File: src/rtl/direction_ctrl.sv
// direction_ctrl
//   Input stage for the Tron game. Raw board switches are synchronized,
//   debounced, and decoded into per-player heading requests. Headings are
//   committed only on game-tick boundaries, reversals are refused, and ticks
//   are suppressed while the debounced pause switch is on.
//
// Ports
//   clk       in   1  system clock, all state on the rising edge
//   reset     in   1  synchronous active-high reset
//   switches  in  10  raw asynchronous switches
//                     [9:6] P1 up/right/down/left, [5] pause, [4] unused,
//                     [3:0] P2 up/right/down/left
//   dir_p1    out  2  P1 heading (00 up, 01 right, 10 down, 11 left)
//   dir_p2    out  2  P2 heading, same encoding
//   tick      out  1  single-cycle game-step pulse
//   paused    out  1  debounced pause state
module direction_ctrl #(
  parameter int DEBOUNCE_CYCLES = 16,
  parameter int TICK_CYCLES     = 1000
) (
  input  logic       clk,
  input  logic       reset,
  input  logic [9:0] switches,
  output logic [1:0] dir_p1,
  output logic [1:0] dir_p2,
  output logic       tick,
  output logic       paused
);

  localparam int DB_W = (DEBOUNCE_CYCLES > 2) ? $clog2(DEBOUNCE_CYCLES) : 1;
  localparam int TK_W = $clog2(TICK_CYCLES);

  localparam logic [1:0] DIR_UP    = 2'b00;
  localparam logic [1:0] DIR_RIGHT = 2'b01;
  localparam logic [1:0] DIR_DOWN  = 2'b10;
  localparam logic [1:0] DIR_LEFT  = 2'b11;

  // Switch bit 4 carries no function; packing the nine used bits keeps every
  // downstream vector fully consumed.
  logic       unused_sw4;
  logic [8:0] used_sw;
  assign unused_sw4 = switches[4];
  assign used_sw    = {switches[9:5], switches[3:0]};

  // Packed layout: [8:5] P1 up/right/down/left, [4] pause, [3:0] P2.
  logic [8:0] sync1_q;
  logic [8:0] sync2_q;
  logic [8:0] acc_vec;

  always_ff @(posedge clk) begin
    if (reset) begin
      sync1_q <= '0;
      sync2_q <= '0;
    end else begin
      sync1_q <= used_sw;
      sync2_q <= sync1_q;
    end
  end

  // Per-bit debounce: the counter tracks how long the synchronized value has
  // disagreed with the accepted value. The accepted value flips on the edge
  // where the disagreement has lasted DEBOUNCE_CYCLES edges.
  for (genvar gi = 0; gi < 9; gi++) begin : g_db
    logic [DB_W-1:0] cnt_q;
    logic [DB_W-1:0] cnt_d;
    logic            acc_q;
    logic            acc_d;

    always_comb begin
      cnt_d = '0;
      acc_d = acc_q;
      if (sync2_q[gi] != acc_q) begin
        if (cnt_q == DB_W'(DEBOUNCE_CYCLES - 1)) begin
          acc_d = sync2_q[gi];
        end else begin
          cnt_d = cnt_q + 1'b1;
        end
      end
    end

    always_ff @(posedge clk) begin
      if (reset) begin
        cnt_q <= '0;
        acc_q <= 1'b0;
      end else begin
        cnt_q <= cnt_d;
        acc_q <= acc_d;
      end
    end

    assign acc_vec[gi] = acc_q;
  end

  // One-hot decode of {up, right, down, left}; result is {valid, heading}.
  function automatic logic [2:0] decode_req(input logic [3:0] bits);
    case (bits)
      4'b1000: decode_req = {1'b1, DIR_UP};
      4'b0100: decode_req = {1'b1, DIR_RIGHT};
      4'b0010: decode_req = {1'b1, DIR_DOWN};
      4'b0001: decode_req = {1'b1, DIR_LEFT};
      default: decode_req = 3'b000;
    endcase
  endfunction

  logic [2:0] p1_req;
  logic [2:0] p2_req;
  logic       p1_legal;
  logic       p2_legal;

  logic [1:0]      dir_p1_q, dir_p1_d;
  logic [1:0]      dir_p2_q, dir_p2_d;
  logic [TK_W-1:0] tick_cnt_q, tick_cnt_d;
  logic            tick_q, tick_d;
  logic            paused_q;

  assign paused_q = acc_vec[4];

  // A reversal is the current heading with bit 1 flipped.
  assign p1_req   = decode_req(acc_vec[8:5]);
  assign p2_req   = decode_req(acc_vec[3:0]);
  assign p1_legal = p1_req[2] && (p1_req[1:0] != (dir_p1_q ^ 2'b10));
  assign p2_legal = p2_req[2] && (p2_req[1:0] != (dir_p2_q ^ 2'b10));

  // Pause is taken from its registered value, so a pause accepted on the
  // wrap edge does not cancel that tick.
  always_comb begin
    tick_cnt_d = tick_cnt_q;
    tick_d     = 1'b0;
    dir_p1_d   = dir_p1_q;
    dir_p2_d   = dir_p2_q;
    if (!paused_q) begin
      if (tick_cnt_q == TK_W'(TICK_CYCLES - 1)) begin
        tick_cnt_d = '0;
        tick_d     = 1'b1;
        if (p1_legal) begin
          dir_p1_d = p1_req[1:0];
        end
        if (p2_legal) begin
          dir_p2_d = p2_req[1:0];
        end
      end else begin
        tick_cnt_d = tick_cnt_q + 1'b1;
      end
    end
  end

  always_ff @(posedge clk) begin
    if (reset) begin
      tick_cnt_q <= '0;
      tick_q     <= 1'b0;
      dir_p1_q   <= DIR_RIGHT;
      dir_p2_q   <= DIR_LEFT;
    end else begin
      tick_cnt_q <= tick_cnt_d;
      tick_q     <= tick_d;
      dir_p1_q   <= dir_p1_d;
      dir_p2_q   <= dir_p2_d;
    end
  end

  assign dir_p1 = dir_p1_q;
  assign dir_p2 = dir_p2_q;
  assign tick   = tick_q;
  assign paused = paused_q;

endmodule

File: config.mk
export PLATFORM = sky130hd
export DESIGN_NAME = direction_ctrl
export DESIGN_NICKNAME = d
export VERILOG_FILES = /design/src/rtl/direction_ctrl.sv
export SDC_FILE = /design/constraint.sdc
export NUM_CORES = 1
export LEC_CHECK = 0
export CAP_MARGIN = 25
export CORE_ASPECT_RATIO = 0.9
export CORE_MARGIN = 5
export CORE_UTILIZATION = 30
export CTS_BUF_LIST = sky130_fd_sc_hd__clkbuf_16
export CTS_CLUSTER_DIAMETER = 50
export CTS_CLUSTER_SIZE = 30
export DETAILED_ROUTE_END_ITERATION = 10
export PLACE_DENSITY = 0.44
export SETUP_SLACK_MARGIN = 0.4
export SLEW_MARGIN = 10
export SYNTH_ARGS = -nofsm -noshare
export SYNTH_HDL_FRONTEND = slang
export SYNTH_SLANG_ARGS = --single-unit
File: constraint.sdc
create_clock -name clk -period 1.9 [get_ports clk]
set_input_delay 0.38 -clock clk [delete_from_list [all_inputs] [get_ports clk]]
set_output_delay 0.38 -clock clk [all_outputs]
set_load 0.01 [all_outputs]
# == Yosys cells after proc, flatten, opt, wreduce, memory -nomap -nowiden ==
# Cells that the tools add are included.
# word_totals
register_bits,78
input_bits,12
out_inout_bits,6
elab_cells,102
# op_classes
add_sub_neg,10
n_eq_ne,29
mux,4
bitwise,12
n_reduce_logical,23
# op_table
cell,n
== test 4 bit (second input constant),11
adder 4 x 1 -> 4 bit (second input constant),9
OR reduction 3 bit,9
one-hot mux 3 bit (4 select lines),2
AND reduction 2 bit,9
inverter 1 bit,12
adder 10 x 1 -> 10 bit (second input constant),1
== test 10 bit (second input constant),1
2-to-1 mux 10 bit,1
inequality test 1 bit,9
== test 4 x 1 -> 1 bit (second input constant),2
== test 4 x 2 -> 1 bit (second input constant),2
== test 4 x 3 -> 1 bit (second input constant),2
AND reduction 3 bit,2
inequality test 2 bit,2
logical AND 1 bit,2
OR reduction 2 bit,1
2-to-1 mux 1 bit,1

# == Depth between registers and ports, before layout ==
# depth
word_depth,5
depth_mapped,6
mapped_depth_nobuf,6

# == Least setup slack after synthesis ==
# No wires, ideal clock.
# synth_timing
path_kind,register to register
start,register tick_cnt_q[3]
end,register dir_p1_q[1] (netlist: dir_p1[1])
arrival_ns,1.407
path_slack_ns,0.374
path_stages_with_launch,6
period_less_slack_ns,1.526
cell_sequence,dfxtp_1 -> or3b_1 -> or3_4 -> nor2_4 -> a311oi_1 -> o21bai_1
# synth_between
elab_chain_cells,2
# synth_lines
item,line,text
from (decl),112,"logic [TK_W-1:0] tick_cnt_q, tick_cnt_d;"
from (signal assigned),154,tick_cnt_q <= tick_cnt_d;
== test 10 bit,132,if (tick_cnt_q == TK_W'(TICK_CYCLES - 1)) begin
AND reduction 3 bit (no source line),-,
to (signal assigned),156,dir_p1_q <= dir_p1_d;
to (decl),110,"logic [1:0] dir_p1_q, dir_p1_d;"
# Every way passes these cells.
# A chain may end at the register's enable or synchronous reset.

# == Final worst setup path ==
# layout_timing
start,register tick_cnt_q[9]
end,register tick_cnt_q[8]
# layout_between
elab_chain_cells,2
# layout_lines
item,line
== test 10 bit,132
2-to-1 mux 10 bit,132
# Every way passes these cells.

==> metrics <==
status complete, no violations; TritonRoute pass-1 iters 6; CTS Buf Count 9; P per Cell Area 852 nW/um2; Clock Skews 0.00232 ns; Syn Area/Cell 9.68 um2; HP Start sync1_q[1]; final worst slack 0.317 ns; # Max-Cap Violations 0; antenna violations before repair 0; Worst Setup SP tick_cnt_q[9]; n_diodes 0; Routed WL 4950 um; setup tns final 0 ns; DP HPWL 3270 um; first-pass GRT wire length 8790 um; Die ar. 12600 um2; DR vias 2048; fillers 1049; initial DRC count 82; port buffer count 16; Slew HR 0.767; period utilization 0.833; switch share 0.205; Initial Utilization 0.307; worst vdd ir 543 uV; sequential share of power 0.519; Critical Path AT 1.80 ns; reg2reg start tick_cnt_q[9]; Post-CTS Hold Buffers 0; largest net degree at the start of global routing 38; Final Cell Area 3800 um2; CP endpoint kind register; Cell Area, Synth 3150 um2; Place WS 0.203 ns; Internal Power 2.57 mW; Startpoint Class register; post-DR wirelength/cell 10.3 um; Synth Instances 325; Final ANT Viol Nets 0; Max H-tree Level 3; clock tree buffer depth 2; share of cells above drive strength 1 0.139; Crit Path Class register to register; post-synthesis sequential area ratio 0.496; DRC viols 0; Sequential Area 1580 um2; root buffer cell clkbuf_16; # IOs 18; final setup fails 0; Worst Tran Pin Value 0.344 ns; Area after DPL 3420 um2; CTS tree done; clock-pin slew on the worst setup and hold paths 0.05 ns; critical path data required time 2.12 ns; #FFs+latches synth 78; drt via density 4.26; vias in the first global route 1984; combinational power share 0.032; final hold viol count 0; later-pin clock latency in the skew report 0.33 ns; Synth cell types 39; Die X 118 um; minimum clock period 1.58 ns; FP Rows 35; die height 107 um; Pleak 1.52 nW; syn nets 347; total grt overflow 0; Ys Warns 0; TritonCTS sink count 78; CP max FO 8; unrepaired setup endpoints after global routing yes; Nets 370; GRT Overall Usage 0.0859; hold crit path type register to register; final weighted congestion in routability-driven placement 0.701; Multi-input gate area 1530 um2; clock share of power 0.448; sw power 0.665 mW; placeable core region 10200 um2; Syn-to-layout area delta 20.9%; f_max 632 MHz; Max Slew Vio Count 0
## critical path: stages, from the launching register on
cell and delay, ns:
dfxtp_2 0.33, or3b_4 0.37, or3_4 0.39, buf_12 0.15, nand2b_4 0.17, nor2_1 0.07
## through the flow
step | hold slack [ns] | util | instances | power (mW)
2_1_floorplan | 0.414 | - | 325 | 1.77
3_3_place_gp | 0.416 | 0.334 | 461 | 1.81
3_5_place_dp | 0.420 | 0.334 | 461 | 1.81
4_1_cts | 0.434 | 0.363 | 479 | 3.30
5_1_grt | 0.449 | 0.371 | 481 | 3.39
6_report | 0.431 | 0.371 | 481 | 3.24
## final cells by class
class,instances,share of cell area
clock buffer,9,0.0592
clock inverter,6,0.00625
inverter,13,0.0128
multi-input combinational,222,0.401
sequential,78,0.416
tap,129,0.0424
timing repair buffer,24,0.0625
## worst paths after layout
path | endpoint | depth (start not counted) | slack [ns]
worst max-delay path | tick_cnt_q[8] | 5 | 0.32
worst min-delay path | sync2_q[1] | 1 | 0.43
worst max register to register | tick_cnt_q[8] | 5 | 0.32
worst min register to register | sync2_q[1] | 1 | 0.43
## cells in the mapped netlist
| cell | count | area [um2] |
|---|---|---|
| nor2b_1 | 20 | 125 |
| a211o_2 | 1 | 10.0 |
| or3_1 | 1 | 6.26 |
| nor3_1 | 4 | 20.0 |
| a311oi_1 | 1 | 8.76 |
| nand4_1 | 2 | 12.5 |
| or3b_1 | 1 | 8.76 |
| xnor2_1 | 16 | 140 |
| a21oi_1 | 2 | 10.0 |
| a31oi_1 | 1 | 6.26 |
| nand2b_1 | 21 | 131 |
| nor2_4 | 1 | 11.3 |
| buf_6 | 4 | 45.0 |
| inv_1 | 13 | 48.8 |
| and3b_1 | 1 | 8.76 |
| nand2_2 | 1 | 6.26 |
| and3_2 | 1 | 7.51 |
| nor2_1 | 60 | 225 |
| or3b_2 | 1 | 8.76 |
| buf_2 | 3 | 15.0 |
| and4b_1 | 1 | 10.0 |
| nand3_1 | 19 | 95.1 |
| o32ai_1 | 1 | 8.76 |
| o21bai_1 | 2 | 15.0 |
| nand3b_1 | 2 | 15.0 |
| o21ai_0 | 5 | 25.0 |
| o31a_2 | 1 | 10.0 |
| clkbuf_1 | 4 | 15.0 |
| o211ai_1 | 1 | 7.51 |
| xor2_1 | 26 | 228 |
| buf_4 | 1 | 7.51 |
| nand2_1 | 3 | 11.3 |
| mux2i_1 | 11 | 110 |
| dfxtp_1 | 78 | 1560 |
| or3_4 | 1 | 11.3 |
| nor4b_1 | 2 | 17.5 |
| o31ai_1 | 1 | 7.51 |
| o221ai_1 | 1 | 8.76 |
| ha_1 | 10 | 125 |
## cell usage in the layout, fill, tap and decap left out, drive strengths merged, types with 3 or more instances in the layout
cell type / count
dfxtp: 78
nor2: 61
xor2: 26
nand2b: 21
nor2b: 20
nand3: 19
inv: 16
xnor2: 16
mux2i: 11
clkdlybuf4s50: 10
ha: 10
clkbuf: 9
buf: 8
dlygate4sd2: 6
o21ai: 5
nor3: 4
nand2: 4
clkinv: 3
## per-layer routing
layer,global-route usage,up-vias,wire length (um)
met5,0,-,0
met1,0.107,922,2570
met4,0.0418,0,108
li1,-,1099,-
met2,0.126,17,2080
met3,0.0380,10,186
## cells by family (layout without fill, tap and decap cells)
family,count (synthesis),after routing,share of synthesized area
AO/OA/AOI/OAI,17,17,0.0374
XOR/XNOR,42,42,0.117
adder cells (fa/ha/maj),10,10,0.0398
buffers and inverters,25,52,0.0418
flip-flops,78,78,0.496
multiplexers,11,11,0.0350
AND/OR/NAND/NOR,142,142,0.233
## sequential cells by signal, summed over array words and instances, names as in the netlist
register,count
dir_p2,2
sync2_q,9
sync1_q,9
g_db.acc_q,8
g_db.cnt_q,36
tick,1
paused,1
dir_p1,2
tick_cnt_q,10
## repair_timing
item	4_1_cts	5_1_grt
endpoints found under the hold margin	0	0
cloned	0	0
setup endpoints to repair	17	12
setup buffers	3	2
gates resized for setup	18	19
pin swaps	2	9
## power by group through the flow
stage / Clock (mW) / Sequential [mW] / Combinational [mW]
global placement: 0 / 1.72 / 0.0953
finish: 1.45 / 1.68 / 0.104
CTS: 1.52 / 1.68 / 0.0984
detailed placement: 0 / 1.72 / 0.0959
floorplan: 0 / 1.71 / 0.0586
global route: 1.59 / 1.69 / 0.118
No activity file was read; power rests on OpenSTA's default activity.
